### src/rtl/regfile_wb_arbiter.sv
// Shares the register-file write port between ALU (A) and load (B) writeback,
// with B starvation protection and a pending-destination scoreboard for RAW stalls.
module regfile_wb_arbiter #(
    parameter int XLEN       = 32,
    parameter int STARVE_MAX = 3
) (
    input  logic            Clk,
    input  logic            Rst,
    input  logic            a_valid,
    input  logic [4:0]      a_rd,
    input  logic [XLEN-1:0] a_data,
    output logic            a_ready,
    input  logic            b_valid,
    input  logic [4:0]      b_rd,
    input  logic [XLEN-1:0] b_data,
    output logic            b_ready,
    input  logic            iss_valid,
    input  logic [4:0]      iss_rd,
    input  logic [4:0]      rs1,
    input  logic [4:0]      rs2,
    output logic            stall,
    output logic [31:0]     pend,
    output logic            regWen,
    output logic [4:0]      writeReg,
    output logic [XLEN-1:0] writeData
);

    localparam int CNT_W = (STARVE_MAX < 2) ? 1 : $clog2(STARVE_MAX + 1);
    localparam logic [CNT_W-1:0] STARVE_LIM = CNT_W'(STARVE_MAX);

    typedef enum logic [0:0] {
        PRI_A = 1'b0,
        PRI_B = 1'b1
    } state_t;

    state_t            state_q, state_d;
    logic [CNT_W-1:0]  starve_q, starve_d;
    logic              reg_wen_q, reg_wen_d;
    logic [4:0]        write_reg_q, write_reg_d;
    logic [XLEN-1:0]   write_data_q, write_data_d;
    logic [31:0]       pend_q, pend_d;
    logic              a_xfer, b_xfer;
    logic [4:0]        wr_rd;
    logic [XLEN-1:0]   wr_data;

    function automatic logic [CNT_W-1:0] sat_inc(input logic [CNT_W-1:0] cnt);
        return (cnt >= STARVE_LIM) ? STARVE_LIM : cnt + CNT_W'(1);
    endfunction

    // Grant selection and priority FSM
    always_comb begin
        a_ready  = 1'b0;
        b_ready  = 1'b0;
        state_d  = state_q;
        starve_d = starve_q;
        if (Rst) begin
            case (state_q)
                PRI_A: begin
                    a_ready = a_valid;
                    b_ready = b_valid && !a_valid;
                end
                default: begin
                    b_ready = b_valid;
                    a_ready = a_valid && !b_valid;
                end
            endcase
        end
        a_xfer = a_valid && a_ready;
        b_xfer = b_valid && b_ready;

        if (b_xfer) begin
            starve_d = '0;
        end else if (b_valid && !b_ready) begin
            starve_d = sat_inc(starve_q);
        end

        case (state_q)
            PRI_A: begin
                if (starve_d == STARVE_LIM) begin
                    state_d = PRI_B;
                end
            end
            default: begin
                if (b_xfer) begin
                    state_d = PRI_A;
                end else if (!b_valid) begin
                    state_d  = PRI_A;
                    starve_d = '0;
                end
            end
        endcase
    end

    // Writeback stage: x0 transfers are accepted but never written
    always_comb begin
        wr_rd        = a_xfer ? a_rd : b_rd;
        wr_data      = a_xfer ? a_data : b_data;
        reg_wen_d    = (a_xfer || b_xfer) && (wr_rd != 5'd0);
        write_reg_d  = reg_wen_d ? wr_rd : write_reg_q;
        write_data_d = reg_wen_d ? wr_data : write_data_q;
    end

    // Scoreboard: a new issue to the same register outranks the retiring write
    always_comb begin
        pend_d = pend_q;
        if (reg_wen_q) begin
            pend_d[write_reg_q] = 1'b0;
        end
        if (iss_valid && (iss_rd != 5'd0)) begin
            pend_d[iss_rd] = 1'b1;
        end
        pend_d[0] = 1'b0;
    end

    always_ff @(posedge Clk) begin
        if (!Rst) begin
            state_q      <= PRI_A;
            starve_q     <= '0;
            reg_wen_q    <= 1'b0;
            write_reg_q  <= 5'd0;
            write_data_q <= '0;
            pend_q       <= '0;
        end else begin
            state_q      <= state_d;
            starve_q     <= starve_d;
            reg_wen_q    <= reg_wen_d;
            write_reg_q  <= write_reg_d;
            write_data_q <= write_data_d;
            pend_q       <= pend_d;
        end
    end

    assign stall     = ((rs1 != 5'd0) && pend_q[rs1]) || ((rs2 != 5'd0) && pend_q[rs2]);
    assign pend      = pend_q;
    assign regWen    = reg_wen_q;
    assign writeReg  = write_reg_q;
    assign writeData = write_data_q;

endmodule

### config.mk
export PLATFORM = sky130hd
export DESIGN_NAME = regfile_wb_arbiter
export DESIGN_NICKNAME = d
export VERILOG_FILES = /design/src/rtl/regfile_wb_arbiter.sv
export SDC_FILE = /design/constraint.sdc
export NUM_CORES = 1
export LEC_CHECK = 0
export ABC_AREA = 1
export BUFFER_PORTS_ARGS = -buffer_cell sky130_fd_sc_hd__buf_2
export CORE_UTILIZATION = 53
export DETAILED_ROUTE_END_ITERATION = 7
export GPL_TIMING_DRIVEN = 0
export PLACE_DENSITY = 0.95
export SLEW_MARGIN = 25
export SYNTH_ARGS = -nofsm -noshare
export SYNTH_HDL_FRONTEND = slang
export SYNTH_SLANG_ARGS = --single-unit
### constraint.sdc
create_clock -name Clk -period 3 [get_ports Clk]
set_clock_uncertainty 0.15 [all_clocks]
set_input_delay 0.6 -clock Clk [delete_from_list [all_inputs] [get_ports Clk]]
set_output_delay 0.6 -clock Clk [all_outputs]
set_load 0.05 [all_outputs]
==> reports/metrics.cfg, run 1 <==
[finish]
seq_area_um2 = 1440
nets = 1011
fillCellCount = 686
multiInputGateArea_um2 = 2290
area_growth_pct = 26.4
num_antenna_cells = 0
utilization_pct = 69.9
drive_gt1_share_pct = 22.1

[synthesis]
synthAdderAreaFrac_pct = 0
syn_area_um2 = 4290
synth_edf_count = 0
ys_ff_latch = 72
async_flop_share_pct = 0
synth_top_area_cell = dfxtp_1
synthMuxAreaShare_pct = 0
ys.flop_type = dfxtp_1
synth_top_cell_area_share_pct = 33.6
syn_avg_cell_area_um2 = 5.75
synth_compound_area_share_pct = 9.53
synth_top_family_by_area = simple AND/OR/NAND/NOR gates
synthesis.nets = 841
synthXorXnorAreaFrac_pct = 0
yosys-top-cells-count = 277 x nand2_1, 94 x inv_1, 88 x nor2_1
yosysMostFrequentCell = nand2_1
yosys_warnings = 0
yosysSeqAreaShare_pct = 33.6
synth_simple_gate_area_share_pct = 43.8
ys_types = 26
synthTopCellsByArea = dfxtp_1 34%, nand2_1 24%, nand3_1 9.9%
synth_cells = 747

[worst_setup_path]
startpoint_type = input pin
worstSetupEndpointType = primary output
worst-setup-path-type = in -> out
reg2regPathDepth = 11
critPathMaxFanout = 10
arrival_ns = 2.08
regToRegStartpoint = state_q$_SDFF_PN0_
cp.required_ns = 2.25
r2r_setup_slack_ns = 0.97
timing.rr.end = writeData[18]$_SDFFE_PN0P_

[sta]
worst_pin_slew_ns = 0.959
finalSetupViolCount = 0
slew_headroom_pct = 35.6
max_freq_mhz = 353
period_minus_slack_ns = 2.83
slew_violations = 0
hold_viol_final = 0
min_period_over_period_pct = 94.4
rsz0062_at_grt = no
tns_ns = 0

[placement]
io_buffers = 160
hpwl_um = 9730
globalplace.congestion = 0.935

[drt]
first_pass_iters = 6
drc_errors = 0
wire_per_inst_um = 12.3
routed_via_density = 5.10
drt_wl_total_um = 12600
route.vias.total = 5219
antenna_left = 0
drt-initial-drc-count = 328

[worst_hold_path]
worst_hold_path.num_cells = 2
hold_path.class = reg -> reg
whs_endpoint = writeData[2]$_SDFFE_PN0P_
hp-start = writeData[2]$_SDFFE_PN0P_

[die]
initial_core_util_pct = 55.3
die_y_um = 92.0
core_um2 = 7770
ioPinCount = 167
die_w_um = 92.0
die_area_um2 = 8460
placementRows = 32

[cts]
clkSlewWorstSetupHoldPaths_ns = 0.07
cts_sinks = 72
cts-root-buf = clkbuf_8
htreeDepth = 3
clockBufferDepth = 2
clk_latency_ns = 0.34
cts_made_buffers = 9
hold_buffers = 0
tritoncts = built

[global_routing]
groute.usage.overall_pct = 31.0
grt-ovfl-total = 0
antenna_found_initial = 0
grt_pass1_wl_um = 21200
grt_max_degree = 13
grt_pass1_vias = 4904

[power_and_ir_drop]
ir_drop_mv = 0.344
p_per_area_nw_per_um2 = 463
p_leak_nw = 3.04

[run_status]
status = finished clean

[run]
drv_cap = 0

[state kept, by name, indices dropped and copies added, names as in the netlist]
register   count
writeData     32
pend          31
writeReg       5
starve_q       2
regWen         1
state_q        1
[layer usage]
metal | vias up | wire, µm | track usage, %
li1 | 2646 | - | -
met5 | - | 0 | 0
met4 | 0 | 254 | 12.9
met2 | 264 | 6240 | 56.2
met3 | 25 | 1150 | 6.72
met1 | 2284 | 4930 | 35.0
[metrics by stage]
step	worst slack, ns	hold slack [ns]	instance area [µm²]	std cells	total power [W]
2_1_floorplan	0.275	0.356	4290	747	0.00155
3_3_place_gp	0.0238	0.293	5220	1009	0.00173
3_5_place_dp	0.0384	0.302	5220	1009	0.00174
4_1_cts	0.0293	0.319	5430	1025	0.00251
5_1_grt	0.0110	0.348	5430	1024	0.00264
6_report	0.168	0.312	5430	1024	0.00251
[timing repair]
action                     in CTS  in global routing
setup endpoints to repair       0                  1
buffers inserted                0                  0
resized for setup               0                  6
[worst max-delay path by stage]
| stage | start | depth (start not counted) | end |
|---|---|---|---|
| after CTS | rs1[0] | 15 | stall |
| final | rs1[1] | 12 | stall |
| after detailed placement | rs1[0] | 15 | stall |
| after global placement | rs1[0] | 15 | stall |
| after floorplan | rs1[0] | 12 | stall |
| after global routing | rs2[0] | 13 | stall |
[kinds of logic (layout without fill, tap and decap cells)]
kind of cell,count (synthesis),in the layout
buffers and inverters,132,307
AND/OR/NAND/NOR,465,465
other,1,1
AO/OA/AOI/OAI,77,77
flip-flops,72,72
[worst max-delay path: stages]
cell	delay, ns
clkbuf_1	0.37
inv_1	0.25
nor2_1	0.15
nand2_1	0.06
nand3_1	0.06
nand3_1	0.08
nand2_1	0.07
nand2_1	0.05
nand2_1	0.05
inv_1	0.04
nand2_1	0.05
buf_2	0.25
[area by class of cell]
| type | count | area share [%] |
|---|---|---|
| inverter | 99 | 6.85 |
| tap | 102 | 2.35 |
| timing repair buffer | 160 | 14.8 |
| buffer | 32 | 3.44 |
| clock buffer | 11 | 2.79 |
| sequential | 72 | 26.6 |
| clock inverter | 5 | 1.01 |
| multi-input combinational | 543 | 42.2 |
[cell usage in the layout, fill, tap and decap left out, types with 4 or more instances in the layout]
cell      Yosys  layout
nor2_1       88      88
inv_1        94      94
a21oi_1      35      35
nand3_1      85      85
inv_2         4       4
o21ai_0      35      35
buf_6         6       6
dfxtp_1      72      72
clkbuf_8      0      11
nor3_1        9       9
nand2_1     277     277
clkbuf_1     18      14
buf_2         5     165
[where the power goes]
group	switching (W)	internal, W
Combinational	0.000477	0.000201
Sequential	0.0000368	0.00101
Clock	0.000360	0.000426
Total	0.000874	0.00164
(Power assumes the default switching activity.)
==> run 2, diff against run 1 <==
--- a/config.mk
+++ b/config.mk
@@ -7,10 +7,10 @@
 export LEC_CHECK = 0
 export ABC_AREA = 1
 export BUFFER_PORTS_ARGS = -buffer_cell sky130_fd_sc_hd__buf_2
-export CORE_UTILIZATION = 53
+export CORE_UTILIZATION = 43
 export DETAILED_ROUTE_END_ITERATION = 7
 export GPL_TIMING_DRIVEN = 0
-export PLACE_DENSITY = 0.95
+export PLACE_DENSITY = 0.83
 export SLEW_MARGIN = 25
 export SYNTH_ARGS = -nofsm -noshare
 export SYNTH_HDL_FRONTEND = slang
==> constraint.sdc (replaced) <==
create_clock -name Clk -period 3.2 [get_ports Clk]
set_clock_uncertainty 0.15 [all_clocks]
set_input_delay 0.64 -clock Clk [delete_from_list [all_inputs] [get_ports Clk]]
set_output_delay 0.64 -clock Clk [all_outputs]
set_load 0.05 [all_outputs]
==> run 2 against run 1 <==
- critical path type unchanged
- final cell count is 3.1% higher
- total power is 7.7% lower
- combinational power is 5.9% lower
- count of clock-buffer cells in the layout is 1 lower
==> reports/metrics.cfg, run 2 (synthesis gave the netlist of run 1 again) <==
[sta]
hold_viol_final = 0  ; unchanged
slew_violations = 0  ; unchanged
max_freq_mhz = 336
worst_slack_ns = 0.224  ; +0.0559 ns
tns_ns = 0  ; unchanged
rsz0062_at_grt = no
period_minus_slack_ns = 2.98
min_period_over_period_pct = 93.0
slew_headroom_pct = 35.0  ; -0.62 points
finalSetupViolCount = 0  ; unchanged
worst_pin_slew_ns = 0.968  ; +0.00917 ns

[placement]
globalplace.congestion = 0.932  ; -0.34%
io_buffers = 160  ; unchanged
dpl.cell_count = 1040  ; +3.1%
dpl_worst_slack_ns = 0.107  ; +0.0690 ns
hpwl_um = 10000  ; +2.8%

[global_routing]
grt_max_degree = 13  ; unchanged
grt-ovfl-total = 0  ; unchanged
grt_pass1_wl_um = 20900  ; -1.5%
grt_pass1_vias = 4541  ; -7.4%
antenna_found_initial = 0  ; unchanged
groute.usage.overall_pct = 25.5  ; -5.6 points

[worst_setup_path]
startpoint_type = input pin
arrival_ns = 2.19  ; +0.11 ns
reg2regPathDepth = 9  ; -2
worst-setup-path-type = in -> out
cp.required_ns = 2.41  ; +0.16 ns
worstSetupEndpointType = primary output
critPathMaxFanout = 10  ; unchanged

[drt]
drt-initial-drc-count = 232  ; -29%
antenna_left = 0  ; unchanged
wire_per_inst_um = 12.2  ; -0.54%
drt_wl_total_um = 12900  ; +2.6%
routed_via_density = 4.84  ; -5.1%
drc_errors = 0  ; unchanged
first_pass_iters = 4  ; -2
route.vias.total = 5108  ; -2.1%

[cts]
clkSlewWorstSetupHoldPaths_ns = 0.07  ; about the same
post_cts_buffers = 0  ; unchanged
cts-root-buf = clkbuf_8
clk_latency_ns = 0.35  ; about the same
cts_made_buffers = 9  ; unchanged
cts_sinks = 72  ; unchanged
tritoncts = built
htreeDepth = 3  ; unchanged
clockBufferDepth = 2  ; unchanged

[die]
core_um2 = 9730  ; +25%
die_area_um2 = 10400  ; +23%
initial_core_util_pct = 44.1  ; -11 points
placementRows = 36  ; +13%
die_y_um = 102  ; +11%
die_w_um = 102  ; +11%
ioPinCount = 167  ; unchanged

[finish]
utilization_pct = 56.0  ; -14 points
drive_gt1_share_pct = 21.9  ; -0.24 points
largest_register_ff_count = 32  ; unchanged
final_common_cell = nand2_1
final_cell_mix = 277 x nand2_1, 165 x buf_2, 94 x inv_1
fillCellCount = 994  ; +45%
num_antenna_cells = 0  ; unchanged
layout.cells.non_filler = 1056  ; +3.1%
nets = 1012  ; +0.099%
area_growth_pct = 27.0

[worst_hold_path]
worst_hold_path.num_cells = 2  ; unchanged
hold_path.class = reg -> reg

[power_and_ir_drop]
p_per_area_nw_per_um2 = 425  ; -8.1%
p_leak_nw = 3.03  ; -0.36%
ir_drop_mv = 0.249  ; -28%
total_power_w = 0.00232  ; -7.7%

[run]
drv_cap = 0  ; unchanged

[run_status]
status = finished clean

[run 2: what timing repair did]
action	4_1_cts	5_1_grt
endpoints found under the hold margin	0	0
setup endpoints to repair	0	1
resized for setup	0	4
hold buffers	0	0
[run 2: area by class of cell]
cell class              count  area (µm²)  area share, %
inverters                  99         372           6.82
clock buffers              10         128           2.34
plain buffers              33         189           3.47
repair buffers            160         801           14.7
clock inverters             6        60.1           1.10
well taps                 133         166           3.05
multi-input cells         543        2290           42.1
flip-flops and latches     72        1440           26.5
[run 2: worst paths after layout]
kind	from	endpoint	slack [ns]
setup / recovery	rs2[0]	stall	0.22
hold reg to reg	writeData[15]$_SDFFE_PN0P_	writeData[15]$_SDFFE_PN0P_	0.32
setup reg to reg	state_q$_SDFF_PN0_	writeData[17]$_SDFFE_PN0P_	1.20
hold / removal	writeData[15]$_SDFFE_PN0P_	writeData[15]$_SDFFE_PN0P_	0.32
[run 2: per-stage QoR]
stage | instance area, µm² | hold WS, ns
6_report | 5450 | 0.315
5_1_grt | 5450 | 0.352
4_1_cts | 5450 | 0.319
3_5_place_dp | 5260 | 0.302
3_3_place_gp | 5260 | 0.292
2_1_floorplan | 4290 | 0.356
[run 2: critical path: stages]
cell and delay (ns):
clkbuf_2 0.16, inv_1 0.14, clkbuf_1 0.40, nand2_1 0.11
nand3_1 0.08, nand2_1 0.07, nand2_1 0.05, nand2_1 0.05
inv_1 0.05, nand2_1 0.04, nand2_1 0.05, nand2_1 0.04
inv_1 0.05, nand2_1 0.04, buf_2 0.20
[run 2: metal layers]
layer,track usage [%],vias to the layer above,share of wire (%)
li1,-,2649,-
met2,45.0,225,48
met1,30.8,2217,42
met3,4.99,17,8.4
met5,0,-,0
met4,9.12,0,1.7
[run 2: where the power goes]
| group | switching [W] | internal, W |
|---|---|---|
| clock | 0.000344 | 0.000356 |
| sequential | 0.0000348 | 0.000946 |
| combinational | 0.000449 | 0.000189 |
| total | 0.000827 | 0.00149 |
